**src/rtl/io_vip_sequencer_if.sv**
```systemverilog
// Control, table-write and pattern-output bundle for io_vip_sequencer.
// master drives writes and playback control; slave (the sequencer) drives the pattern and status.
interface io_vip_sequencer_if #(
    parameter int WIDTH     = 1,
    parameter int DEPTH     = 16,
    parameter int CNT_WIDTH = 16
);
    localparam int AW = $clog2(DEPTH);

    logic                 wr_en;
    logic [AW-1:0]        wr_addr;
    logic [WIDTH-1:0]     wr_value;
    logic [CNT_WIDTH-1:0] wr_hold;
    logic [AW:0]          num_entries;
    logic                 loop_en;
    logic                 start;
    logic                 stop;
    logic [WIDTH-1:0]     out;
    logic                 busy;
    logic                 done;
    logic [AW-1:0]        entry_idx;

    modport master (
        output wr_en, wr_addr, wr_value, wr_hold, num_entries, loop_en, start, stop,
        input  out, busy, done, entry_idx
    );

    modport slave (
        input  wr_en, wr_addr, wr_value, wr_hold, num_entries, loop_en, start, stop,
        output out, busy, done, entry_idx
    );
endinterface

```
**src/rtl/io_vip_sequencer.sv**
```systemverilog
// Plays a (value, hold) table onto a registered IO bus, one-shot or looped, with abort and done pulse.
// Entry 0 appears one cycle after start; no backpressure, each entry is driven for max(hold,1) cycles.
module io_vip_sequencer #(
    parameter int               WIDTH         = 1,
    parameter int               DEPTH         = 16,
    parameter int               CNT_WIDTH     = 16,
    parameter logic [WIDTH-1:0] DEFAULT_VALUE = '0
) (
    input  logic                clk,
    input  logic                reset,
    io_vip_sequencer_if.slave   bus
);
    localparam int AW = $clog2(DEPTH);

    typedef struct packed {
        logic [WIDTH-1:0]     value;
        logic [CNT_WIDTH-1:0] hold;
    } entry_t;

    typedef enum logic {IDLE, PLAY} state_t;

    state_t               state;
    entry_t               tbl [DEPTH];
    logic [WIDTH-1:0]     out_q;
    logic                 busy_q;
    logic                 done_q;
    logic [AW-1:0]        idx_q;
    logic [AW-1:0]        last_q;
    logic [CNT_WIDTH-1:0] cnt_q;

    entry_t               first_entry;
    entry_t               next_entry;
    logic [AW-1:0]        next_idx;
    logic [AW:0]          n_eff;
    logic [AW-1:0]        last_idx;
    logic                 wr_ok;

    function automatic logic [CNT_WIDTH-1:0] hold_load(input logic [CNT_WIDTH-1:0] h);
        return (h == '0) ? CNT_WIDTH'(1) : h;
    endfunction

    assign wr_ok = bus.wr_en && (state == IDLE);

    // A same-cycle write to entry 0 must be visible to a start on that edge.
    always_comb begin
        first_entry = tbl[0];
        if (wr_ok && (bus.wr_addr == '0)) begin
            first_entry.value = bus.wr_value;
            first_entry.hold  = bus.wr_hold;
        end
    end

    assign next_idx   = idx_q + AW'(1);
    assign next_entry = tbl[next_idx];
    assign n_eff      = (bus.num_entries > (AW+1)'(DEPTH)) ? (AW+1)'(DEPTH) : bus.num_entries;
    assign last_idx   = AW'(n_eff - (AW+1)'(1));

    always_ff @(posedge clk) begin
        if (wr_ok) begin
            tbl[bus.wr_addr] <= '{value: bus.wr_value, hold: bus.wr_hold};
        end
    end

    always_ff @(posedge clk) begin
        if (reset) begin
            state  <= IDLE;
            out_q  <= DEFAULT_VALUE;
            busy_q <= 1'b0;
            done_q <= 1'b0;
            idx_q  <= '0;
            last_q <= '0;
            cnt_q  <= '0;
        end else begin
            done_q <= 1'b0;
            case (state)
                IDLE: begin
                    if (bus.start && !bus.stop && (bus.num_entries != '0)) begin
                        state  <= PLAY;
                        busy_q <= 1'b1;
                        out_q  <= first_entry.value;
                        idx_q  <= '0;
                        last_q <= last_idx;
                        cnt_q  <= hold_load(first_entry.hold);
                    end
                end
                PLAY: begin
                    if (bus.stop) begin
                        state  <= IDLE;
                        busy_q <= 1'b0;
                        out_q  <= DEFAULT_VALUE;
                        idx_q  <= '0;
                        cnt_q  <= '0;
                    end else if (cnt_q == CNT_WIDTH'(1)) begin
                        if (idx_q != last_q) begin
                            out_q <= next_entry.value;
                            idx_q <= next_idx;
                            cnt_q <= hold_load(next_entry.hold);
                        end else if (bus.loop_en) begin
                            out_q <= tbl[0].value;
                            idx_q <= '0;
                            cnt_q <= hold_load(tbl[0].hold);
                        end else begin
                            state  <= IDLE;
                            busy_q <= 1'b0;
                            done_q <= 1'b1;
                            out_q  <= DEFAULT_VALUE;
                            idx_q  <= '0;
                            cnt_q  <= '0;
                        end
                    end else begin
                        cnt_q <= cnt_q - CNT_WIDTH'(1);
                    end
                end
                default: state <= IDLE;
            endcase
        end
    end

    assign bus.out       = out_q;
    assign bus.busy      = busy_q;
    assign bus.done      = done_q;
    assign bus.entry_idx = idx_q;
endmodule

```
**src/flat_wrapper.sv**
```systemverilog
// flat-port wrapper written by rule: the top's interface ports become plain ports
module io_vip_sequencer_flat 
#(
    parameter int               WIDTH         = 1,
    parameter int               DEPTH         = 16,
    parameter int               CNT_WIDTH     = 16,
    parameter logic [WIDTH-1:0] DEFAULT_VALUE = '0
)
  (clk, reset, bus_wr_en, bus_wr_addr, bus_wr_value, bus_wr_hold, bus_num_entries, bus_loop_en, bus_start, bus_stop, bus_out, bus_busy, bus_done, bus_entry_idx);
  io_vip_sequencer_if #(.WIDTH(WIDTH), .DEPTH(DEPTH), .CNT_WIDTH(CNT_WIDTH)) bus_i ();
  input  logic clk;
  input  logic reset;
  input wire logic [$bits(bus_i.wr_en)-1:0] bus_wr_en;
  input wire logic [$bits(bus_i.wr_addr)-1:0] bus_wr_addr;
  input wire logic [$bits(bus_i.wr_value)-1:0] bus_wr_value;
  input wire logic [$bits(bus_i.wr_hold)-1:0] bus_wr_hold;
  input wire logic [$bits(bus_i.num_entries)-1:0] bus_num_entries;
  input wire logic [$bits(bus_i.loop_en)-1:0] bus_loop_en;
  input wire logic [$bits(bus_i.start)-1:0] bus_start;
  input wire logic [$bits(bus_i.stop)-1:0] bus_stop;
  output wire logic [$bits(bus_i.out)-1:0] bus_out;
  output wire logic [$bits(bus_i.busy)-1:0] bus_busy;
  output wire logic [$bits(bus_i.done)-1:0] bus_done;
  output wire logic [$bits(bus_i.entry_idx)-1:0] bus_entry_idx;
  assign bus_i.wr_en = bus_wr_en;
  assign bus_i.wr_addr = bus_wr_addr;
  assign bus_i.wr_value = bus_wr_value;
  assign bus_i.wr_hold = bus_wr_hold;
  assign bus_i.num_entries = bus_num_entries;
  assign bus_i.loop_en = bus_loop_en;
  assign bus_i.start = bus_start;
  assign bus_i.stop = bus_stop;
  assign bus_out = bus_i.out;
  assign bus_busy = bus_i.busy;
  assign bus_done = bus_i.done;
  assign bus_entry_idx = bus_i.entry_idx;
  io_vip_sequencer #(.WIDTH(WIDTH), .DEPTH(DEPTH), .CNT_WIDTH(CNT_WIDTH), .DEFAULT_VALUE(DEFAULT_VALUE)) u_core (.clk(clk), .reset(reset), .bus(bus_i));
endmodule
```
**config.mk**
```make
export PLATFORM = sky130hd
export DESIGN_NAME = io_vip_sequencer_flat
export DESIGN_NICKNAME = d
export VERILOG_FILES = /design/src/rtl/io_vip_sequencer_if.sv /design/src/rtl/io_vip_sequencer.sv /design/src/flat_wrapper.sv
export SDC_FILE = /design/constraint.sdc
export NUM_CORES = 1
export LEC_CHECK = 0
export ABC_AREA = 1
export CAP_MARGIN = 10
export CORE_MARGIN = 3
export CORE_UTILIZATION = 65
export DETAILED_ROUTE_END_ITERATION = 8
export PLACE_DENSITY = 0.83
export SLEW_MARGIN = 20
export SYNTH_ARGS = -nofsm -noshare
export SYNTH_HDL_FRONTEND = slang
export SYNTH_SLANG_ARGS = --single-unit
```
**constraint.sdc**
```tcl
create_clock -name clk -period 4.8 [get_ports clk]
set_input_delay 0.96 -clock clk [delete_from_list [all_inputs] [get_ports clk]]
set_output_delay 0.96 -clock clk [all_outputs]
set_load 0.05 [all_outputs]
```
==> Word-level counts from Yosys, hierarchy flattened <==
Memories as Yosys holds them, arrays and structs flattened.
Index checks and enable logic that the tools add are counted.
{ "word_totals": {"reg_bits": 28, "ram_bits": 272, "input_bits": 32, "out_inout_bits": 7, "word_cells": 71, "mem_count": 1} }
{ "op_classes": {"n_addsub": 3, "order_cmp": 1, "n_eq_ne": 6, "muxes": 37, "bitwise_logic": 2, "reduce_logical": 14} }
{ "memory_table": {"columns": ["name", "depth", "word_bits", "rd", "rd_clocked_by_memory_dff", "wr", "line", "text"], "rows": [
  ["u_core.tbl", 16, 17, 2, 0, 1, "io_vip_sequencer.sv:23", "entry_t tbl [DEPTH];"]
]} }
{ "op_table": {"columns": ["cell", "count"], "rows": [
  ["16-bit 2-to-1 mux", 8],
  ["16-bit logical NOT", 3],
  ["16-bit one-hot mux with 2 select lines", 1],
  ["4-bit 2-to-1 mux", 5],
  ["1-bit 2-to-1 mux", 18],
  ["17-bit 2-to-1 mux", 1],
  ["16-bit by 1-bit equality test with 1-bit output, second input constant", 1],
  ["16-bit by 1-bit subtractor with 16-bit output, second input constant", 1],
  ["3-bit != test, second input constant", 3],
  ["4-bit one-hot mux with 2 select lines", 1],
  ["1-bit one-hot mux with 2 select lines", 3],
  ["5-bit greater-than comparator, second input constant", 1],
  ["5-bit nonzero test", 1],
  ["5-bit OR reduction", 1],
  ["4-bit by 1-bit adder with 4-bit output, second input constant", 1],
  ["1-bit logical AND", 4],
  ["4-bit logical NOT", 1],
  ["4-bit != test", 1],
  ["2-bit AND reduction", 2],
  ["4-bit AND reduction", 1],
  ["4-bit by 1-bit subtractor with 4-bit output, second input constant", 1],
  ["2-bit != test, second input constant", 1],
  ["1-bit NOT", 2],
  ["1-bit logical NOT", 1]
]} }

==> Logic depth before layout (Yosys ltp) <==
Gate-level depths: netlist of the first run.
{ "depth": {"word_depth": 8, "mapped_depth": 18, "depth_no_buf": 16} }

==> Least setup slack after synthesis of the first run <==
No wires, ideal clock.
{ "synth_timing": {"kind": "input port to flip-flop", "startpoint": "input bus_wr_addr[0]", "endpoint": "register u_core.cnt_q[0]", "setup_ns": 0.070, "arrival_time_ns": 2.394, "required_ns": 4.730, "setup_slack_ns": 2.335, "stages": 12, "n_path_buf": 1, "path_cell_list": "inv_1 > nand2_1 > nor2_1 > nand2_1 > inv_1 > buf_2 > o21ai_0 > nor3_1 > nand4_1 > nand2_1 > a21oi_1 > a21oi_1"} }
{ "synth_via": {"elab_chain_cells": 7} }
{ "synth_rtl": {"columns": ["item", "line", "text"], "rows": [
  ["start, declared", "flat_wrapper.sv:14", "input wire logic [$bits(bus_i.wr_addr)-1:0] bus_wr_addr;"],
  ["4-bit logical NOT (*)", "io_vip_sequencer.sv:47", "if (wr_ok && (bus.wr_addr == '0)) begin"],
  ["1-bit logical AND (*)", "io_vip_sequencer.sv:47", null],
  ["17-bit 2-to-1 mux (*)", "io_vip_sequencer.sv:47", null],
  ["16-bit logical NOT", "io_vip_sequencer.sv:39", "return (h == '0) ? CNT_WIDTH'(1) : h;"],
  ["16-bit 2-to-1 mux (*)", "io_vip_sequencer.sv:39", null],
  ["16-bit 2-to-1 mux (*)", "io_vip_sequencer.sv:77", "if (bus.start && !bus.stop && (bus.num_entries != '0)) begin"],
  ["16-bit one-hot mux with 2 select lines (*)", "io_vip_sequencer.sv:75", "case (state)"],
  ["end signal, assigned", "io_vip_sequencer.sv:83", "cnt_q <= hold_load(first_entry.hold);"],
  ["end signal, assigned", "io_vip_sequencer.sv:97", "cnt_q <= hold_load(next_entry.hold);"],
  ["end signal, assigned", "io_vip_sequencer.sv:101", "cnt_q <= hold_load(tbl[0].hold);"],
  ["end, declared", "io_vip_sequencer.sv:29", "logic [CNT_WIDTH-1:0] cnt_q;"]
]} }
Every way passes the cells marked *; elsewhere a longest branch is shown, timed or not. The select of a mux whose other input is x is not followed.
A chain may end at the register's enable or synchronous reset.

==> Worst setup path after layout of the first run <==
{ "layout_timing": {"startpoint": "register u_core.idx_q[0], in the netlist u_core.bus.entry_idx[0]", "endpoint": "register u_core.cnt_q[0]"} }
{ "layout_via": {"elab_chain_cells": 8, "elab_cells_between_ends": 9, "cone_classes": "add/sub: 1; eq/ne: 1; mux: 5; reduce/logical: 1; memory: 1"} }
{ "layout_rtl": {"columns": ["item", "line", "text"], "rows": [
  ["start, declared", "io_vip_sequencer.sv:27", "logic [AW-1:0] idx_q;"],
  ["start signal, assigned", "io_vip_sequencer.sv:96", "idx_q <= next_idx;"],
  ["4-bit by 1-bit adder with 4-bit output", "io_vip_sequencer.sv:53", "assign next_idx = idx_q + AW'(1);"],
  ["memory read 16 x 17 bit", null, null],
  ["16-bit logical NOT", "io_vip_sequencer.sv:39", null],
  ["16-bit 2-to-1 mux", "io_vip_sequencer.sv:39", null],
  ["16-bit 2-to-1 mux (*)", "io_vip_sequencer.sv:94", "if (idx_q != last_q) begin"],
  ["16-bit 2-to-1 mux (*)", "io_vip_sequencer.sv:93", "end else if (cnt_q == CNT_WIDTH'(1)) begin"],
  ["16-bit 2-to-1 mux (*)", "io_vip_sequencer.sv:87", "if (bus.stop) begin"],
  ["16-bit one-hot mux with 2 select lines (*)", "io_vip_sequencer.sv:75", null]
]} }
Every way passes the cells marked *; elsewhere a longest branch is shown, timed or not.

==> results.toml, run 1 <==
[status]
status = "complete, no violations"

[clocking]
cts.reportedPaths.clkPinSlew_ps = 70
htreeDepth = 1
root_buffer = "clkbuf_16"
clk_latency_ps = 550
ctsResizeCount = 0
clock_sinks = 300
cts_buffer_depth = 3
numCtsBuffers = 29
postCtsHoldBufs = 0
post_cts_buffers = 0
cts_tree = "done"

[critical_path]
path_class = "reg -> reg"
end_kind = "register"
reg2reg_slack_ps = 1380
required_ps = 5200
start_kind = "register"
crit_fanout = 65
worstPathArrival_ps = 3810

[power_and_ir_drop]
p_per_area_nw_per_um2 = 375.0
ir_drop_mv = 0.2971
leakage_nw = 5.823

[routing]
drt_pass1_iterations = 5
num_vias = 10130
wl_per_cell_um = 19.41
routed_via_density = 5.956
ant_nets = 0
drt-total-wl_um = 33010
drc = 0
dr.first_iter.drc_count = 1189

[place]
gp_congestion = 0.9156
portBuffers = 38
dp_hpwl_um = 20070
placed_area_sq_um = 14130

[cells_and_area]
drive_gt1_share_pct = 6.080
layout.nets = 1445
mostFrequentLayoutCell = "nand2_1"
post-route-cell-area_sq_um = 15060
diodes = 0
layout_common_cells = "nand2_1, edfxtp_1, nand3_1, nor2_1, inv_1"
areaGrowthSynthToFinish_pct = 11.76

[sta]
hold_viol = 0
rsz0062_at_grt = "no"
worst_pin_slew_ps = 1117
period_minus_slack_ps = 3416
tns_ps = 0
fin_crit_sh_pct = 71.17
drv_slew = 0
clock-skew-final_ps = 22.82
maxSlewHeadroom_pct = 25.48
clock.fmax_mhz = 292.7
final-setup-viol-count = 0

[global_routing]
grt_antenna_before_repair = 0
grt_first_pass_wirelength_um = 51100
grt_pass1_vias = 9791
grt_max_degree = 103
overflow = 0
grtUsageTotal_pct = 29.26

[die]
initial_core_util_pct = 66.40
rows = 52
fp.coreArea_sq_um = 20300
chipHeight_um = 150.0
dieArea_sq_um = 22500
pin_count = 39
die_x_um = 150.0

[synthesis]
ys_seq_area_share_pct = 64.75
avgSynthCellArea_sq_um = 9.718
synth_area_sq_um = 13480
syn-num-nets = 1423
netlist_instances = 1387
yosys_warnings = 0
yosysUniqueCellTypes = 39
synth_seq_cells = 300

[hold_path]
hold_path.class = "reg -> reg"

[run]
drv_cap = 0
==> flip-flops by register name, indices dropped and copies added, names as in the netlist <==
signal and flops:
u_core.bus.busy 1, u_core.bus.done 1, u_core.bus.entry_idx 4, u_core.bus.out 1
u_core.cnt_q 16, u_core.last_q 4, u_core.state 1, u_core.tbl 272
==> kinds of logic after synthesis <==
| group | after synthesis | synth area share (%) |
|---|---|---|
| adders and majority gates | 4 | 0.3713 |
| DFF | 300 | 64.75 |
| buffers and inverters | 186 | 5.486 |
| xor gates and xnor gates | 12 | 0.9469 |
| and+or+nand+nor | 750 | 22.88 |
| AOI/OAI and AO/OA | 135 | 5.560 |
==> layout make-up <==
cell class                 count  area, sq um
sequential                   300         8732
fill                        1376         5235
multi-input combinational    901         4098
clock buffer                  34        744.5
timing repair buffer          56        568.0
inverter                     121        455.4
tap                          270        337.8
clock inverter                19        128.9
==> synth_stat cells <==
cell type	instances	area, sq um
nand3_2	1	10.01
a31oi_1	6	37.54
nor4_1	5	31.28
nand3_1	167	835.8
xor2_2	2	32.53
a21boi_0	1	7.510
xnor2_1	1	8.760
nor2_1	144	540.5
nand4_1	6	37.54
o211ai_1	6	45.04
ha_1	4	50.05
o311ai_0	2	17.52
dfxtp_1	28	560.5
or3_1	1	6.260
clkinv_1	2	7.510
inv_2	2	7.510
o21ai_1	3	15.01
buf_2	21	105.1
clkbuf_1	35	131.4
a41oi_1	1	8.760
edfxtp_1	272	8168
nand2_1	414	1554
a21oi_1	35	175.2
o22ai_1	2	12.51
nand2_2	1	6.260
a2bb2oi_1	5	43.79
nor3_1	6	30.03
a22oi_1	3	22.52
nand3b_1	1	7.510
nor2_2	1	6.260
a211oi_1	2	15.01
xnor2_2	1	16.27
buf_4	4	30.03
xor2_1	8	70.07
o221ai_1	1	8.760
buf_1	5	18.77
o21ai_0	68	340.3
inv_1	117	439.2
or2_2	3	18.77
==> path summary, 6_finish.rpt <==
check	start	endpoint	cells after the start
max	u_core.bus.entry_idx[0]	u_core.cnt_q[0]	17
min	u_core.last_q[0]	u_core.last_q[0]	2
max reg2reg	u_core.bus.entry_idx[0]	u_core.cnt_q[0]	17
min reg2reg	u_core.last_q[0]	u_core.last_q[0]	2
==> report_power, final <==
group	internal (W)	leakage, nW	total, W	switching (W)
sequential	0.00289	2.69	0.00293	0.0000353
combinational	0.000183	2.71	0.000607	0.000424
clock	0.00116	0.426	0.00212	0.000954
total	0.00424	5.82	0.00565	0.00141
==> through the flow <==
stage	total power [W]	hold WS, ps	instances	setup WS, ps	util, %
final	0.005649	466.2	1701	1384	74.21
after global routing	0.005824	503.2	1701	1123	74.21
after CTS	0.005650	467.1	1699	1361	73.92
after detailed placement	0.003569	457.3	1646	1113	69.62
after global placement	0.003553	450.6	1646	1229	69.62
after floorplan	0.003360	431.5	1387	2335	-
==> critical path, cell delays in order (launching register included) <==
cell	delay (ps)
dfxtp_4	840
ha_4	650
clkinv_1	170
buf_4	330
nor2_1	170
o21ai_0	100
nand3_1	120
nand3_1	150
nand2_1	190
nor2_1	70
nand2_1	70
nor2_1	40
nand2_1	50
nand2_1	50
nand2_1	60
nand2_1	50
nand2_1	60
a21oi_1	50
==> routing by layer <==
layer	track usage, %	share of wire, %	vias to the layer above
met5	0	0	-
met4	10.48	2.6	0
met3	5.118	9.9	75
met2	48.46	49	573
met1	39.44	38	4776
li1	-	-	4707
Power figures use the tool's default switching activity.
==> run 2: changes to the inputs <==
CORE_UTILIZATION = 62   (was 65)
PLACE_DENSITY = 0.8   (was 0.83)
clock period = 3.4 ns   (was 4.8 ns; I/O delays follow)
==> results.toml, run 2 (synthesized netlist as in run 1, its figures left out) <==
[clocking]
clock_sinks = 300
ctsResizeCount = 0
postCtsHoldBufs = 0
htreeDepth = 1
cts.reportedPaths.clkPinSlew_ps = 60
root_buffer = "clkbuf_16"
post_cts_buffers = 0
clk_latency_ps = 550
cts_buffer_depth = 3
numCtsBuffers = 29
cts_tree = "done"

[global_routing]
grtUsageTotal_pct = 29.20
grt_max_degree = 101
overflow = 0
grt_first_pass_wirelength_um = 54030
grt_pass1_vias = 9940
grt_antenna_before_repair = 0

[run]
drv_cap = 0

[power_and_ir_drop]
p_per_area_nw_per_um2 = 539.6
finalPower_w = 0.008277
leakage_nw = 5.991
ir_drop_mv = 0.4530

[critical_path]
reg2reg_slack_ps = 560
start_kind = "register"
worstPathArrival_ps = 2430
r2r_start = "u_core.bus.entry_idx[0]"
path_class = "reg -> out"
required_ps = 2720
reg2reg_depth = 14
end_kind = "output port"
crit_fanout = 44
regToRegEndpoint = "u_core.cnt_q[0]"

[sta]
clock.fmax_mhz = 321.2
tns_ps = 0
maxSlewHeadroom_pct = 24.40
rsz0062_at_grt = "no"
worst_pin_slew_ps = 1130
final-setup-viol-count = 0
clock-skew-final_ps = 12.88
worst_slack_ps = 286.2
hold_viol = 0
period_minus_slack_ps = 3114
fin_crit_sh_pct = 91.58
drv_slew = 0

[cells_and_area]
reg.largest.list = "u_core.tbl: 272 flops, u_core.cnt_q: 16 flops"
regMostFlops = "u_core.tbl"
post-route-cell-area_sq_um = 15340
diodes = 0
drive_gt1_share_pct = 7.476
mostFrequentLayoutCell = "nand2_1"
layout_common_cells = "nand2_1, edfxtp_1, nand3_1, nor2_1, inv_1"
layout.nets = 1471
num-fill-cells = 1510
areaGrowthSynthToFinish_pct = 13.78
largest_reg_flops = 272

[die]
pin_count = 39
chipHeight_um = 153.4
initial_core_util_pct = 63.52
rows = 53
dieArea_sq_um = 23550
fp.coreArea_sq_um = 21220
die_x_um = 153.4

[routing]
drc = 0
ant_nets = 0
drt_pass1_iterations = 6
drt-total-wl_um = 34590
routed_via_density = 5.871
dr.first_iter.drc_count = 1197
num_vias = 10170
wl_per_cell_um = 19.96

[status]
status = "complete, no violations"

[hold_path]
hold_path.class = "reg -> reg"
min_from = "u_core.state"
min_to = "u_core.bus.busy"
min_delay_path_depth = 1

[place]
portBuffers = 38
gp_congestion = 0.9498
dp_hpwl_um = 21300
pre_cts_ws_ps = -137.1
placed_area_sq_um = 14370
## run 2: changes by cell type in the layout (fill, tap and decap cells not counted), moves of 2 or more
cell	previous run	this run
buf_4	14	40
bufinv_16	1	5
clkinv_1	7	11
clkinv_2	9	5
buf_12	2	4
nor2_1	132	134
## run 2: critical path, stage by stage, from the launching register on
cell,delay (ps)
dfxtp_4,500
buf_4,470
clkdlybuf4s50_1,900
## run 2: cell type report
cell class | instances | area (sq um) | share of cell area [%]
clock buffers | 33 | 740.7 | 4.829
clock inverters | 21 | 227.7 | 1.485
inverters | 121 | 455.4 | 2.969
multi-input cells | 901 | 4076 | 26.58
flip-flops and latches | 300 | 8732 | 56.93
well taps | 275 | 344.1 | 2.243
repair buffers | 82 | 760.7 | 4.960
## run 2: how the worst max path moves through the flow
stage,startpoint,to,cells past startpoint
after floorplan,u_core.bus.entry_idx[0],u_core.cnt_q[0],15
after global placement,bus_num_entries[2],u_core.last_q[0],9
after detailed placement,bus_num_entries[0],u_core.cnt_q[2],10
after CTS,u_core.bus.entry_idx[0],bus_entry_idx[0],2
after global routing,bus_num_entries[0],u_core.last_q[0],9
final,u_core.bus.entry_idx[0],bus_entry_idx[0],2
## run 2: power breakdown
| group | internal (W) | leakage [nW] | switching [W] |
|---|---|---|---|
| Combinational | 0.000272 | 2.84 | 0.000617 |
| Clock | 0.00194 | 0.467 | 0.00134 |
| Sequential | 0.00408 | 2.69 | 0.0000347 |
## run 2: stage by stage
| step | instances | util [%] | hold slack (ps) |
|---|---|---|---|
| 6_report | 1733 | 72.28 | 468.3 |
| 5_1_grt | 1733 | 72.28 | 488.9 |
| 4_1_cts | 1733 | 72.28 | 466.2 |
| 3_5_place_dp | 1679 | 67.71 | 452.3 |
| 3_3_place_gp | 1679 | 67.71 | 451.3 |
| 2_1_floorplan | 1387 | - | 431.5 |
## run 2: routing by layer
layer / GRT usage [%] / part of all wire (%) / up-vias
met3: 4.870 / 9.3 / 57
met5: 0 / 0 / -
met2: 47.69 / 48 / 548
met1: 40.98 / 40 / 4809
met4: 8.747 / 2.4 / 0
li1: - / - / 4760
==> run 3: changes to the inputs <==
CORE_MARGIN = 2   (was 3)
CORE_UTILIZATION = 55   (was 62)
CTS_CLUSTER_SIZE = 12   (was default)
PLACE_DENSITY = 0.72   (was 0.8)
==> results.toml, run 3 (synthesized netlist as in run 1, its figures left out) <==
[status]
status = "complete, no violations"

[hold_path]
hold_path.class = "reg -> reg"
min_from = "u_core.last_q[0]"

[critical_path]
start_kind = "register"
cp_slowest_stage_delay_ps = 930
cpLargestDelayFamily = "buffers and inverters"
regToRegEndpoint = "u_core.cnt_q[0]"
reg2reg_depth = 15
r2r_start = "u_core.bus.entry_idx[1]"
cp_slowest_cell = "clkdlybuf4s50_1"
path_class = "reg -> out"
worstPathArrival_ps = 2440
worstSetupEndpoint = "bus_entry_idx[0]"
setup.worst_path.start = "u_core.bus.entry_idx[0]"
cp_num_cells = 2
crit_fanout = 149
end_kind = "output port"
path_buf_inv = 2
cp_cell_sequence = "buf_12 > clkdlybuf4s50_1"
required_ps = 2720
reg2reg_slack_ps = 650

[routing]
wl_per_cell_um = 19.31
drc = 0
num_vias = 10010
ant_nets = 0
dr.first_iter.drc_count = 1175
drt_pass1_iterations = 9
routed_via_density = 5.620
drt-total-wl_um = 34400

[sta]
worst_pin_slew_ps = 956.1
worst_slack_ps = 284.9
fin_crit_sh_pct = 91.62
clock.fmax_mhz = 321.0
rsz0062_at_grt = "no"
tns_ps = 0
final-setup-viol-count = 0
drv_slew = 0
hold_viol = 0
period_minus_slack_ps = 3115
clock-skew-final_ps = 15.87
maxSlewHeadroom_pct = 36.26

[cells_and_area]
areaGrowthSynthToFinish_pct = 14.32
mostFrequentLayoutCell = "nand2_1"
layout_common_cells = "nand2_1, edfxtp_1, nand3_1, nor2_1, inv_1"
fin_util_pct = 63.74
regMostFlops = "u_core.tbl"
drive_gt1_share_pct = 7.819
reg.largest.list = "u_core.tbl: 272 flops, u_core.cnt_q: 16 flops"
largest_reg_flops = 272
post-route-cell-area_sq_um = 15410
diodes = 0
layout.nets = 1478

[clocking]
post_cts_buffers = 0
cts.reportedPaths.clkPinSlew_ps = 60
clk_latency_ps = 560
numCtsBuffers = 31
clock_sinks = 300
htreeDepth = 1
cts_buffer_depth = 3
cts_tree = "done"
root_buffer = "clkbuf_16"
ctsResizeCount = 0
postCtsHoldBufs = 0

[die]
dieArea_sq_um = 25780
die_x_um = 160.6
rows = 57
initial_core_util_pct = 55.75
chipHeight_um = 160.6
fp.coreArea_sq_um = 24180
pin_count = 39

[place]
portBuffers = 38
placed_area_sq_um = 14470
pre_cts_ws_ps = -150.2
dp_hpwl_um = 20340
gp_congestion = 0.9035

[global_routing]
grtUsageTotal_pct = 26.86
grt_pass1_vias = 9486
overflow = 0
grt_antenna_before_repair = 0
grt_first_pass_wirelength_um = 53700
grt_max_degree = 150

[power_and_ir_drop]
ir_drop_mv = 0.3329
p_per_area_nw_per_um2 = 533.1
leakage_nw = 6.000
finalPower_w = 0.008216

[run]
drv_cap = 0
## run 3: changes by cell type in the layout (fill, tap and decap cells not counted), sizes merged
| cell | previous run | this run |
|---|---|---|
| clkbuf | 33 | 40 |
| buf | 44 | 49 |
| inv | 119 | 120 |
| clkinv | 16 | 6 |
| clkinvlp | 2 | 1 |
| bufinv | 5 | 3 |
## run 3: final cells by class
| type | instances | area, sq um |
|---|---|---|
| inverters | 121 | 456.7 |
| multi-input cells | 901 | 4084 |
| clock buffers | 40 | 809.5 |
| flip-flops and latches | 300 | 8732 |
| repair buffers | 87 | 798.3 |
| fillers | 1878 | 8767 |
| well taps | 324 | 405.4 |
| clock inverters | 9 | 123.9 |
## run 3: power by group
group          leakage [nW]  total (W)  internal (W)  switching [W]
logic                  2.86   0.000896      0.000279       0.000617
clock network         0.451    0.00321       0.00188        0.00133
registers              2.69    0.00411       0.00408      0.0000290
total                  6.00    0.00822       0.00624        0.00198
## run 3: worst min path at each step
stage,endpoint,slack [ps],cells after the start
finish,u_core.last_q[0],490,2
CTS,u_core.bus.busy,480,1
global placement,u_core.bus.busy,450,1
floorplan,u_core.bus.busy,430,1
global route,u_core.last_q[0],500,2
detailed placement,u_core.bus.busy,470,1
## run 3: layer usage
metal  track usage, %  part of all wire, %  vias up
met1            38.17                   42     4770
met2            42.85                   47      418
met5                0                    0        -
met4            10.57                  3.8        0
met3            3.125                  7.7       66
li1                 -                    -     4760
## run 3: metrics by stage
stage          hold WS (ps)  std cells
5_1_grt               498.5       1782
3_5_place_dp          467.8       1733
4_1_cts               479.9       1782
3_3_place_gp          453.1       1733
6_report              493.3       1782
2_1_floorplan         431.5       1387
## run 3: tightest hold or removal path, cell delays in order, from the launching register on
cell and delay, ps:
dfxtp_1 310, inv_1 70, a21oi_1 60
==> edit (config.mk and constraints of run 2) <==
`DEPTH` is set to 16 in 3 places; all go to 32.
--- a/src/rtl/io_vip_sequencer_if.sv
+++ b/src/rtl/io_vip_sequencer_if.sv
@@ -3,5 +3,5 @@
 interface io_vip_sequencer_if #(
     parameter int WIDTH     = 1,
-    parameter int DEPTH     = 16,
+    parameter int DEPTH     = 32,
     parameter int CNT_WIDTH = 16
 );
--- a/src/rtl/io_vip_sequencer.sv
+++ b/src/rtl/io_vip_sequencer.sv
@@ -3,5 +3,5 @@
 module io_vip_sequencer #(
     parameter int               WIDTH         = 1,
-    parameter int               DEPTH         = 16,
+    parameter int               DEPTH         = 32,
     parameter int               CNT_WIDTH     = 16,
     parameter logic [WIDTH-1:0] DEFAULT_VALUE = '0
--- a/src/flat_wrapper.sv
+++ b/src/flat_wrapper.sv
@@ -3,5 +3,5 @@
 #(
     parameter int               WIDTH         = 1,
-    parameter int               DEPTH         = 16,
+    parameter int               DEPTH         = 32,
     parameter int               CNT_WIDTH     = 16,
     parameter logic [WIDTH-1:0] DEFAULT_VALUE = '0
Interface: changed (resized bus_entry_idx, bus_num_entries and bus_wr_addr); port bits go from 39 to 42. The function was not compared with the original's and may differ.
==> edit against run 2 <==
- worst setup slack better by 0.093 ns
- die area rose by 82%
- sequential cell count rose by 274
- synthesized area rose by 85%
- total power rose by 78%
- cell area increased by 83%
- count of clock-buffer cells in the layout up 38
- sequential share of layout area rose by 3.3 points
- wire length up 100%
- critical path type is now reg -> reg
==> edit: results <==
{
  "clkLatencyLatePin_ns": 0.63,
  "cp_max_fo": 50,
  "post-route-util": 0.717,
  "synth_xor_area_frac": 0.0101,
  "peakVddDrop_mv": 0.615,
  "synth_fa_ha_area_frac": 0.00200,
  "detail_route.iter0.violations": 2874,
  "grt_pass1_wl_um": 105000,
  "status": "complete, no violations",
  "synth.avg_cell_area_sq_um": 10.3,
  "grt_pass1_vias": 17800,
  "cp.arrival_ns": 3.57,
  "wire_per_inst_um": 23.0,
  "vias": 18600,
  "dp.cells": 2958,
  "nets": 2536,
  "grtUsageTotal": 0.332,
  "place.gp.congestion": 0.994,
  "dp_slack_ns": 0.429,
  "ys_seq_area_frac": 0.678,
  "worst_pin_slew_ns": 0.926,
  "use_met2": 0.524,
  "htree_num_levels": 2,
  "synth_edf_count": 544,
  "reg_top3": "u_core.tbl x544, u_core.cnt_q x16",
  "fillers": 2707,
  "yosysUniqueCellTypes": 38,
  "dr.pass1.iters": 8,
  "drive_above_1_share": 0.0751
}
## edit: cell types whose count changed after synthesis, moves of 12 or more
cell      delta
nand2_1    +333
edfxtp_1   +272
nor2_1     +121
nand3_1    +115
o21ai_0     +67
inv_1       +45
buf_2       +36
a21oi_1     +13
clkbuf_1    +12
## edit: kinds of logic (layout without fill, tap and decap cells)
| group | after synthesis | in the layout |
|---|---|---|
| AND/OR/NAND/NOR | 1312 | 1312 |
| flip-flops | 574 | 574 |
| buffers and inverters | 289 | 408 |
| AO/OA/AOI/OAI | 222 | 222 |
| XOR/XNOR | 22 | 22 |
| adder cells (fa/ha/maj) | 4 | 4 |
## edit: power breakdown
group	total (mW)	internal, mW	switching, mW	leakage (nW)
Sequential	7.84	7.80	0.0392	5.14
Combinational	0.873	0.232	0.641	4.87
Clock	6.01	3.38	2.63	0.865
Total	14.7	11.4	3.31	10.9
## edit: final timing paths
| kind | slack, ns | to | cells after the start | startpoint |
|---|---|---|---|---|
| setup / recovery | 0.38 | u_core.cnt_q[8]$_SDFFE_PP0P_ | 14 | u_core.bus.entry_idx[0]$_SDFFE_PP0P_ |
| hold / removal | 0.51 | u_core.cnt_q[13]$_SDFFE_PP0P_ | 2 | u_core.cnt_q[13]$_SDFFE_PP0P_ |
| setup reg to reg | 0.38 | u_core.cnt_q[8]$_SDFFE_PP0P_ | 14 | u_core.bus.entry_idx[0]$_SDFFE_PP0P_ |
| hold reg to reg | 0.51 | u_core.cnt_q[13]$_SDFFE_PP0P_ | 2 | u_core.cnt_q[13]$_SDFFE_PP0P_ |
## edit: final cells by class
| type | count | area share |
|---|---|---|
| Clock buffer | 71 | 0.0526 |
| Clock inverter | 31 | 0.0104 |
| Inverter | 165 | 0.0223 |
| Multi-Input combinational cell | 1560 | 0.244 |
| Sequential cell | 574 | 0.602 |
| Tap cell | 518 | 0.0231 |
| Timing Repair Buffer | 141 | 0.0453 |
## edit: metal layers
metal / vias to the layer above / share of wire
li1: 8326 / -
met1: 8875 / 0.38
met2: 1217 / 0.46
met3: 202 / 0.11
met4: 0 / 0.047
met5: - / 0
## edit: tightest hold or removal path: stages, from the launching register on
cell and delay [ns]:
dfxtp_1 0.31, nand2_1 0.06, a31oi_1 0.07
